File: src/rtl/usb_host_xfer_ctrl.sv
// Host transfer controller: command FIFO, engine handshake, retry/timeout, responses.
// Define USB_HOST_XFER_STATS_EN to add saturating ok/fail/retry counters.
module usb_host_xfer_ctrl #(
    parameter int ADDR_W      = 16,
    parameter int DATA_W      = 64,
    parameter int CMD_DEPTH   = 4,
    parameter int MAX_RETRY   = 3,
    parameter int TIMEOUT_CYC = 4096
) (
    input  logic                           clock,
    input  logic                           reset_n,
    input  logic                           cmd_valid,
    output logic                           cmd_ready,
    input  logic                           cmd_write,
    input  logic [ADDR_W-1:0]              cmd_page,
    input  logic [DATA_W-1:0]              cmd_data,
    output logic                           rsp_valid,
    input  logic                           rsp_ready,
    output logic                           rsp_success,
    output logic [DATA_W-1:0]              rsp_data,
    output logic [$clog2(MAX_RETRY+2)-1:0] rsp_attempts,
    output logic                           eng_read_start,
    output logic                           eng_write_start,
    output logic                           eng_abort,
    output logic [ADDR_W-1:0]              eng_mempage,
    output logic [DATA_W-1:0]              eng_wdata,
    input  logic                           eng_finished,
    input  logic                           eng_read_success,
    input  logic                           eng_write_success,
    input  logic [DATA_W-1:0]              eng_rdata,
    output logic                           busy
`ifdef USB_HOST_XFER_STATS_EN
    ,
    output logic [15:0]                    stat_ok,
    output logic [15:0]                    stat_fail,
    output logic [15:0]                    stat_retry
`endif
);
    localparam int PTR_W = $clog2(CMD_DEPTH);
    localparam int CNT_W = PTR_W + 1;
    localparam int ATT_W = $clog2(MAX_RETRY + 2);
    localparam int TMR_W = $clog2(TIMEOUT_CYC + 1);
    localparam int ENT_W = 1 + ADDR_W + DATA_W;

    typedef enum logic [2:0] {S_IDLE, S_ISSUE, S_GUARD, S_WAIT, S_RESP} state_e;

    state_e             state_q, state_d;
    logic [ENT_W-1:0]   mem_q [CMD_DEPTH];
    logic [PTR_W-1:0]   wr_ptr_q, rd_ptr_q;
    logic [CNT_W-1:0]   count_q, count_d;
    logic               cmd_ready_q, cmd_ready_d;
    logic               wr_q, wr_d;
    logic [ADDR_W-1:0]  page_q, page_d;
    logic [DATA_W-1:0]  wdata_q, wdata_d;
    logic [DATA_W-1:0]  rdata_q, rdata_d;
    logic               succ_q, succ_d;
    logic [ATT_W-1:0]   att_q, att_d;
    logic [TMR_W-1:0]   tmr_q, tmr_d;
    logic               push, pop, fail, abort;

    // Ready is registered, so a pop never lets a same-cycle push in when full.
    assign push        = cmd_valid && cmd_ready_q;
    assign pop         = (state_q == S_IDLE) && (count_q != '0);
    assign count_d     = count_q + CNT_W'(push) - CNT_W'(pop);
    assign cmd_ready_d = (count_d != CNT_W'(CMD_DEPTH));

    always_ff @(posedge clock) begin
        if (push) mem_q[wr_ptr_q] <= {cmd_write, cmd_page, cmd_data};
    end

    always_ff @(posedge clock or negedge reset_n) begin
        if (!reset_n) begin
            state_q     <= S_IDLE;
            wr_ptr_q    <= '0;
            rd_ptr_q    <= '0;
            count_q     <= '0;
            cmd_ready_q <= 1'b0;
            wr_q        <= 1'b0;
            page_q      <= '0;
            wdata_q     <= '0;
            rdata_q     <= '0;
            succ_q      <= 1'b0;
            att_q       <= '0;
            tmr_q       <= '0;
        end else begin
            state_q     <= state_d;
            count_q     <= count_d;
            cmd_ready_q <= cmd_ready_d;
            wr_q        <= wr_d;
            page_q      <= page_d;
            wdata_q     <= wdata_d;
            rdata_q     <= rdata_d;
            succ_q      <= succ_d;
            att_q       <= att_d;
            tmr_q       <= tmr_d;
            if (push) wr_ptr_q <= wr_ptr_q + 1'b1;
            if (pop)  rd_ptr_q <= rd_ptr_q + 1'b1;
        end
    end

    always_comb begin
        state_d = state_q;
        wr_d    = wr_q;
        page_d  = page_q;
        wdata_d = wdata_q;
        rdata_d = rdata_q;
        succ_d  = succ_q;
        att_d   = att_q;
        tmr_d   = tmr_q;
        fail    = 1'b0;
        abort   = 1'b0;
        unique case (state_q)
            S_IDLE: begin
                if (pop) begin
                    {wr_d, page_d, wdata_d} = mem_q[rd_ptr_q];
                    att_d   = ATT_W'(1);
                    succ_d  = 1'b0;
                    rdata_d = '0;
                    state_d = S_ISSUE;
                end
            end
            S_ISSUE: begin
                tmr_d   = '0;
                state_d = S_GUARD;
            end
            S_GUARD: state_d = S_WAIT;
            S_WAIT: begin
                tmr_d = tmr_q + 1'b1;
                // A finish in the timeout cycle takes priority over the abort.
                if (eng_finished) begin
                    if (wr_q ? eng_write_success : eng_read_success) begin
                        succ_d  = 1'b1;
                        rdata_d = wr_q ? '0 : eng_rdata;
                        state_d = S_RESP;
                    end else begin
                        fail = 1'b1;
                    end
                end else if (tmr_q == TMR_W'(TIMEOUT_CYC - 1)) begin
                    abort = 1'b1;
                    fail  = 1'b1;
                end
                if (fail) begin
                    if (att_q <= ATT_W'(MAX_RETRY)) begin
                        att_d   = att_q + 1'b1;
                        state_d = S_ISSUE;
                    end else begin
                        succ_d  = 1'b0;
                        rdata_d = '0;
                        state_d = S_RESP;
                    end
                end
            end
            S_RESP: begin
                if (rsp_ready) state_d = S_IDLE;
            end
            default: state_d = S_IDLE;
        endcase
    end

    assign rsp_valid       = (state_q == S_RESP);
    assign rsp_success     = succ_q;
    assign rsp_data        = rdata_q;
    assign rsp_attempts    = att_q;
    assign eng_read_start  = (state_q == S_ISSUE) && !wr_q;
    assign eng_write_start = (state_q == S_ISSUE) && wr_q;
    assign eng_abort       = abort;
    assign eng_mempage     = page_q;
    assign eng_wdata       = wdata_q;
    assign cmd_ready       = cmd_ready_q;
    assign busy            = (state_q != S_IDLE) || (count_q != '0);

`ifdef USB_HOST_XFER_STATS_EN
    logic        retry_ev, rsp_fire;
    logic [15:0] ok_q, fail_q, retry_q;

    assign rsp_fire = rsp_valid && rsp_ready;
    assign retry_ev = (state_q == S_WAIT) && fail && (att_q <= ATT_W'(MAX_RETRY));

    always_ff @(posedge clock or negedge reset_n) begin
        if (!reset_n) begin
            ok_q    <= '0;
            fail_q  <= '0;
            retry_q <= '0;
        end else begin
            if (rsp_fire && succ_q && ok_q != 16'hFFFF)     ok_q    <= ok_q + 1'b1;
            if (rsp_fire && !succ_q && fail_q != 16'hFFFF)  fail_q  <= fail_q + 1'b1;
            if (retry_ev && retry_q != 16'hFFFF)            retry_q <= retry_q + 1'b1;
        end
    end

    assign stat_ok    = ok_q;
    assign stat_fail  = fail_q;
    assign stat_retry = retry_q;
`endif
endmodule

File: config.mk
export PLATFORM = sky130hd
export DESIGN_NAME = usb_host_xfer_ctrl
export DESIGN_NICKNAME = d
export VERILOG_FILES = /design/src/rtl/usb_host_xfer_ctrl.sv
export SDC_FILE = /design/constraint.sdc
export NUM_CORES = 1
export LEC_CHECK = 0
export ABC_AREA = 1
export CAP_MARGIN = 40
export CORE_MARGIN = 2
export CORE_UTILIZATION = 58
export DETAILED_ROUTE_END_ITERATION = 10
export GPL_TIMING_DRIVEN = 0
export PLACE_DENSITY = 0.9
export SLEW_MARGIN = 15
export SYNTH_ARGS = -nofsm -noshare
export SYNTH_HDL_FRONTEND = slang
export SYNTH_SLANG_ARGS = --single-unit
export TNS_END_PERCENT = 5
File: constraint.sdc
create_clock -name clock -period 7.3 [get_ports clock]
set_input_delay 1.46 -clock clock [delete_from_list [all_inputs] [get_ports clock]]
set_output_delay 1.46 -clock clock [all_outputs]
set_load 0.02 [all_outputs]
* Word-level counts from Yosys, hierarchy flattened
Memory sizes are Yosys's and may differ from the RTL's. A register that Yosys moved wholly into a read port is not among the register bits.
Index checks and enable logic that the tools add are counted.
** Operators by class
- $add $sub $neg :: 6
- Reductions and logical operators :: 16
- Order comparisons :: 1
- Eq/ne operators :: 12
- Multiplexer cells :: 33
** Operator list (number)
- 2-to-1 mux 64 bit :: 6
- one-hot mux 64 bit (2 select lines) :: 1
- one-hot mux 13 bit (2 select lines) :: 1
- 2-to-1 mux 3 bit :: 8
- one-hot mux 3 bit (5 select lines) :: 1
- 2-to-1 mux 1 bit :: 14
- adder 13 x 1 -> 13 bit (second input constant) :: 1
- == test 13 x 12 -> 1 bit (second input constant) :: 1
- != test 3 bit (second input constant) :: 3
- AND reduction 4 bit :: 2
- == test 3 x 2 -> 1 bit (second input constant) :: 2
- != test 2 bit (second input constant) :: 3
- one-hot mux 3 bit (2 select lines) :: 1
- nonzero test 3 bit :: 2
- adder 2 x 1 -> 2 bit (second input constant) :: 2
- logical AND 1 bit :: 4
- AND reduction 2 bit :: 2
- nonzero test 2 bit :: 2
- adder 3 x 1 -> 3 bit :: 1
- adder 3 x 1 -> 3 bit (second input constant) :: 1
- == test 3 x 1 -> 1 bit (second input constant) :: 1
- == test 3 bit (second input constant) :: 1
- <= comparator 3 x 2 -> 1 bit (second input constant) :: 1
- zero test 3 bit :: 1
- 5 further kinds :: 6
** Word-level totals
- Input port bits :: 152
- Memory bits (writable) :: 324
- Flip-flop bits (word level) :: 92
- Output and inout bits :: 154
- Logic and storage cells :: 78
- Memories kept :: 1
** Memory list
- mem_q :: words 4, bits a word 81, read ports 1, clocked after memory_dff 1, write ports 1, line 48 : logic [ENT_W-1:0] mem_q [CMD_DEPTH];

* Longest topological paths before layout
- Depth in word-level cells :: 6
- Mapped depth :: 11
- Gate-level depth less buffers :: 11

* Least setup slack after synthesis
No wires, ideal clock.
- Kind :: input -> register
- Start :: input port cmd_valid
- End :: memory mem_q[0][0] in the netlist's numbering (enable)
- Data required time :: 6.779 ns
- Stages :: 2
- Data arrival time :: 5.026 ns
- Slack :: 1.753 ns
- Library setup time :: 0.521 ns
- Cell sequence :: nand2_1 nor2_1
** On the way
- Longest elaborated chain between the ends :: 3
** Ends and longest elaborated chain
- start, declared :: line 12 : input logic cmd_valid,
- logical AND 1 bit :: line 62 : assign push = cmd_valid && cmd_ready_q;
- 2-to-1 mux 1 bit :: line 68 : if (push) mem_q[wr_ptr_q] <= {cmd_write, cmd_page, cmd_data};
- 2-to-1 mux 1 bit (not written as such) :: line 68
- end, declared :: line 48
No other way between the ends.

* Worst setup path after layout
- Start :: input port eng_finished
- End :: output port eng_abort
** On the way
- Longest elaborated chain between the ends :: 2
** Ends and longest elaborated chain
- start, declared :: line 27 : input logic eng_finished,
- 2-to-1 mux 1 bit :: line 130 : if (eng_finished) begin
- 2-to-1 mux 1 bit :: line 112 : unique case (state_q)
- end, declared :: line 24 : output logic eng_abort,
No other way between the ends.

==> summary.txt <==
Run status
  • Status: complete, no violations

Global routing
  • First-pass GRT wire length: 84460 um
  • GRT Overall Usage: 0.3059
  • Initial antenna violation count: 6
  • Grt ovf: 0
  • Vias in the first global route: 15560
  • Largest net degree at the start of global routing: 101

Clock tree
  • Setup bufs post-CTS: 0
  • Htree depth: 2
  • Worst-case clock buffer depth: 3
  • Worst skew pair latency: 0.57 ns
  • Post-CTS Resized: 0
  • # hold bufs at CTS: 0
  • Num CTS Buffers: 49
  • Root buf cell: clkbuf_16
  • CTS Sinks: 497
  • Worst-path clk slew: 0.06 ns
  • CTS tree: yes

Worst setup path
  • Crit path capture: eng_abort
  • R2R cell count: 11
  • Setup CP Type: in2out
  • Slowest CP cell: clkdlybuf4s50_1
  • Most frequent cell on the critical path: clkdlybuf4s50_1
  • Worst setup SP type: primary input
  • Arrival time worst endpoint: 2.67 ns
  • Crit-path max cell delay: 0.62 ns
  • Worst Setup End Kind: output pin
  • Worst Path Max Fanout: 3
  • RR Endpoint: cmd_ready
  • R2R setup slack: 4.45 ns
  • Worst endpoint required time: 5.84 ns
  • Reg-to-reg critical path startpoint: state_q[1]
  • Crit. Startpoint: eng_finished
  • Critical Path, Cell by Cell: clkdlybuf4s50_1, nor2_1, clkdlybuf4s50_1

Layout
  • Fillers: 1948
  • Final instance area: 25530 sq um
  • Layout cells sized above 1: 0.1039
  • Fin nets: 2269
  • Area Growth Syn to Fin: 28.03%

Pwr
  • Pint: 6.714 mW
  • PwrDens: 433.4 nW/um^2
  • Total power: 11.06 mW
  • Psw: 4.350 mW
  • Sequential Power Share: 0.371
  • Leak pwr: 9.567 nW
  • Comb pwr share: 0.416
  • Sw Ratio: 0.3931
  • Clock network fraction of design power: 0.213
  • Maximum VDD drop: 0.2898 mV

Yosys
  • Simple-gate share of the synthesized area: 0.1339
  • Post-synthesis compound-gate area fraction: 0.1162
  • Fraction of synthesized area in multiplexers: 0
  • Synthesized instance count: 1734
  • Async set-or-reset flop fraction in the synthesized netlist: 0.3481
  • Synth Flop Type: edfxtp_1
  • Largest cells by area after synthesis: edfxtp_1 49%, dfrtp_1 22%, nor2_1 8.1%
  • Mapped Area: 19940 sq um
  • Sequential element share of the synthesized area: 0.7051
  • XOR/XNOR Fraction of Synth Area: 0.003514
  • Post-synthesis cell type count: 36
  • Yosys warns: 0
  • Yosys top cell by area: edfxtp_1
  • EDFF count, synth: 324
  • Synthesized flop and latch total: 497
  • Yosys top cell area share: 0.4880
  • Syn_nets: 1896
  • Main combinational cell family by area after synthesis: simple AND/OR/NAND/NOR gates
  • Adder-cell share of the synthesized area: 0.006652
  • Avg Synthesized Cell Area: 11.50 sq um

Die
  • IO Pins: 306
  • Die Ht: 189.4 um
  • FP Rows: 67
  • Core Footprint: 33700 sq um
  • DIE AREA: 35880 sq um
  • Die width: 189.4 um
  • Starting Density: 0.5917

Routing
  • DR DRC count: 0
  • Via density: 5.840
  • DRT Pass-1 Iters: 5
  • Vias: 15183
  • Initial DRC Count: 1569
  • Remaining antenna violation count after routing: 0
  • WL per Instance: 21.21 um
  • Drt total wl: 55150 um

Timing
  • Final period util: 0.5661
  • Clock Skews: 0.03748 ns
  • Final Setup Violations: 0
  • RSZ-0062 raised after global routing: no
  • Final hold vios: 0
  • Max transition margin: 0.5339
  • Max Slew Vio Count: 0
  • Min cycle time layout: 4.132 ns
  • Worst slew pin tran: 0.6975 ns
  • Fmax: 0.2420 GHz
  • WHS: 0.4979 ns

Min path
  • Worst hold path class: reg2reg

Placement
  • Global placement routability congestion: 0.9053
  • Port bufs: 305
  • Placed instance area: 24020 sq um
  • DP HPWL: 36050 um

Run
  • Max-Cap Viols: 0
## power by group through the flow
| stage | logic (mW) | registers, mW | clock network [mW] |
|---|---|---|---|
| floorplan | 2.25 | 4.47 | 0 |
| global placement | 4.16 | 4.19 | 0 |
| detailed placement | 4.49 | 4.13 | 0 |
| CTS | 4.56 | 4.10 | 2.36 |
| global route | 4.95 | 4.16 | 2.47 |
| finish | 4.60 | 4.11 | 2.35 |
## cell usage in the layout (no fill, tap or decap), drive strengths merged
cell type,instances
a21o,1
a21oi,11
a22o,1
a31oi,80
buf,83
bufinv,1
clkbuf,106
clkdlybuf4s50,304
clkinv,23
clkinvlp,1
dfrtp,173
diode,5
edfxtp,324
fa,1
ha,9
inv,33
nand2,240
nand3,8
nand3b,4
nand4,2
nor2,430
nor3,3
nor4,1
o211ai,2
o21ai,295
o21bai,1
o22ai,2
xnor2,1
xor2,7
## kinds of logic after synthesis
group / Yosys count
AO/OA/AOI/OAI: 393
XOR/XNOR: 8
adder cells (fa/ha/maj): 10
buffers and inverters: 138
flip-flops: 497
AND/OR/NAND/NOR: 688
## how the worst min path moves through the flow
| stage | startpoint | to | slack (ns) | cells after the start |
|---|---|---|---|---|
| after floorplan | tmr_q[6] | tmr_q[6] | 0.46 | 1 |
| after global placement | tmr_q[6] | tmr_q[6] | 0.47 | 1 |
| after detailed placement | rsp_data[20] | rsp_data[20] | 0.49 | 2 |
| after CTS | tmr_q[6] | tmr_q[6] | 0.49 | 1 |
| after global routing | rsp_data[55] | rsp_data[55] | 0.52 | 2 |
| final | tmr_q[6] | tmr_q[6] | 0.50 | 1 |
## metal layers
metal | vias up | wire [um] | global-route usage
met3 | 149 | 6107 | 0.06747
met2 | 1014 | 27900 | 0.5348
met5 | - | 43 | 0
li1 | 6745 | - | -
met4 | 6 | 1965 | 0.1327
met1 | 7269 | 19140 | 0.3663
## sequential cells by signal (all words and copies together), names as in the netlist, 3 cells and up
name          cells
mem_q           324
eng_wdata        64
rsp_data         64
eng_mempage      16
tmr_q            13
count_q           3
rsp_attempts      3
state_q           3
## cell type report
class | count | area (sq um) | share of cell area
clock inverters | 25 | 176.4 | 0.006911
repair buffers | 322 | 3488 | 0.1366
inverters | 33 | 123.9 | 0.004852
plain buffers | 105 | 568.0 | 0.02225
flip-flops and latches | 497 | 14060 | 0.5507
multi-input cells | 1099 | 5219 | 0.2044
diodes | 5 | 12.51 | 0.0004901
clock buffers | 66 | 1321 | 0.05176
well taps | 448 | 560.5 | 0.02196
## worst max-delay path: cells and delay by family
family / cells / cell delay, ns
buffers and inverters: 2 / 1.07
and+or+nand+nor: 1 / 0.14
## synth_stat cells, drive strengths merged, types with 2 or more instances
master and instances:
a21oi 11, a31oi 80, buf 65, clkbuf 40, dfrtp 173, edfxtp 324, ha 9, inv 33
nand2 240, nand3 8, nand3b 4, nand4 2, nor2 430, nor3 3, o211ai 2, o21ai 295
o22ai 2, xor2 7
## through the flow
stage / utilization / worst slack, ns / TNS (ns) / std cells
final: 0.7575 / 3.168 / 0 / 2600
after global routing: 0.7573 / 3.108 / 0 / 2597
after CTS: 0.7571 / 3.178 / 0 / 2595
after detailed placement: 0.7127 / 3.185 / 0 / 2504
after global placement: 0.6989 / -2.950 / -924.08 / 2487
after floorplan: - / 1.753 / 0 / 1734
Power figures use the tool's default switching activity.
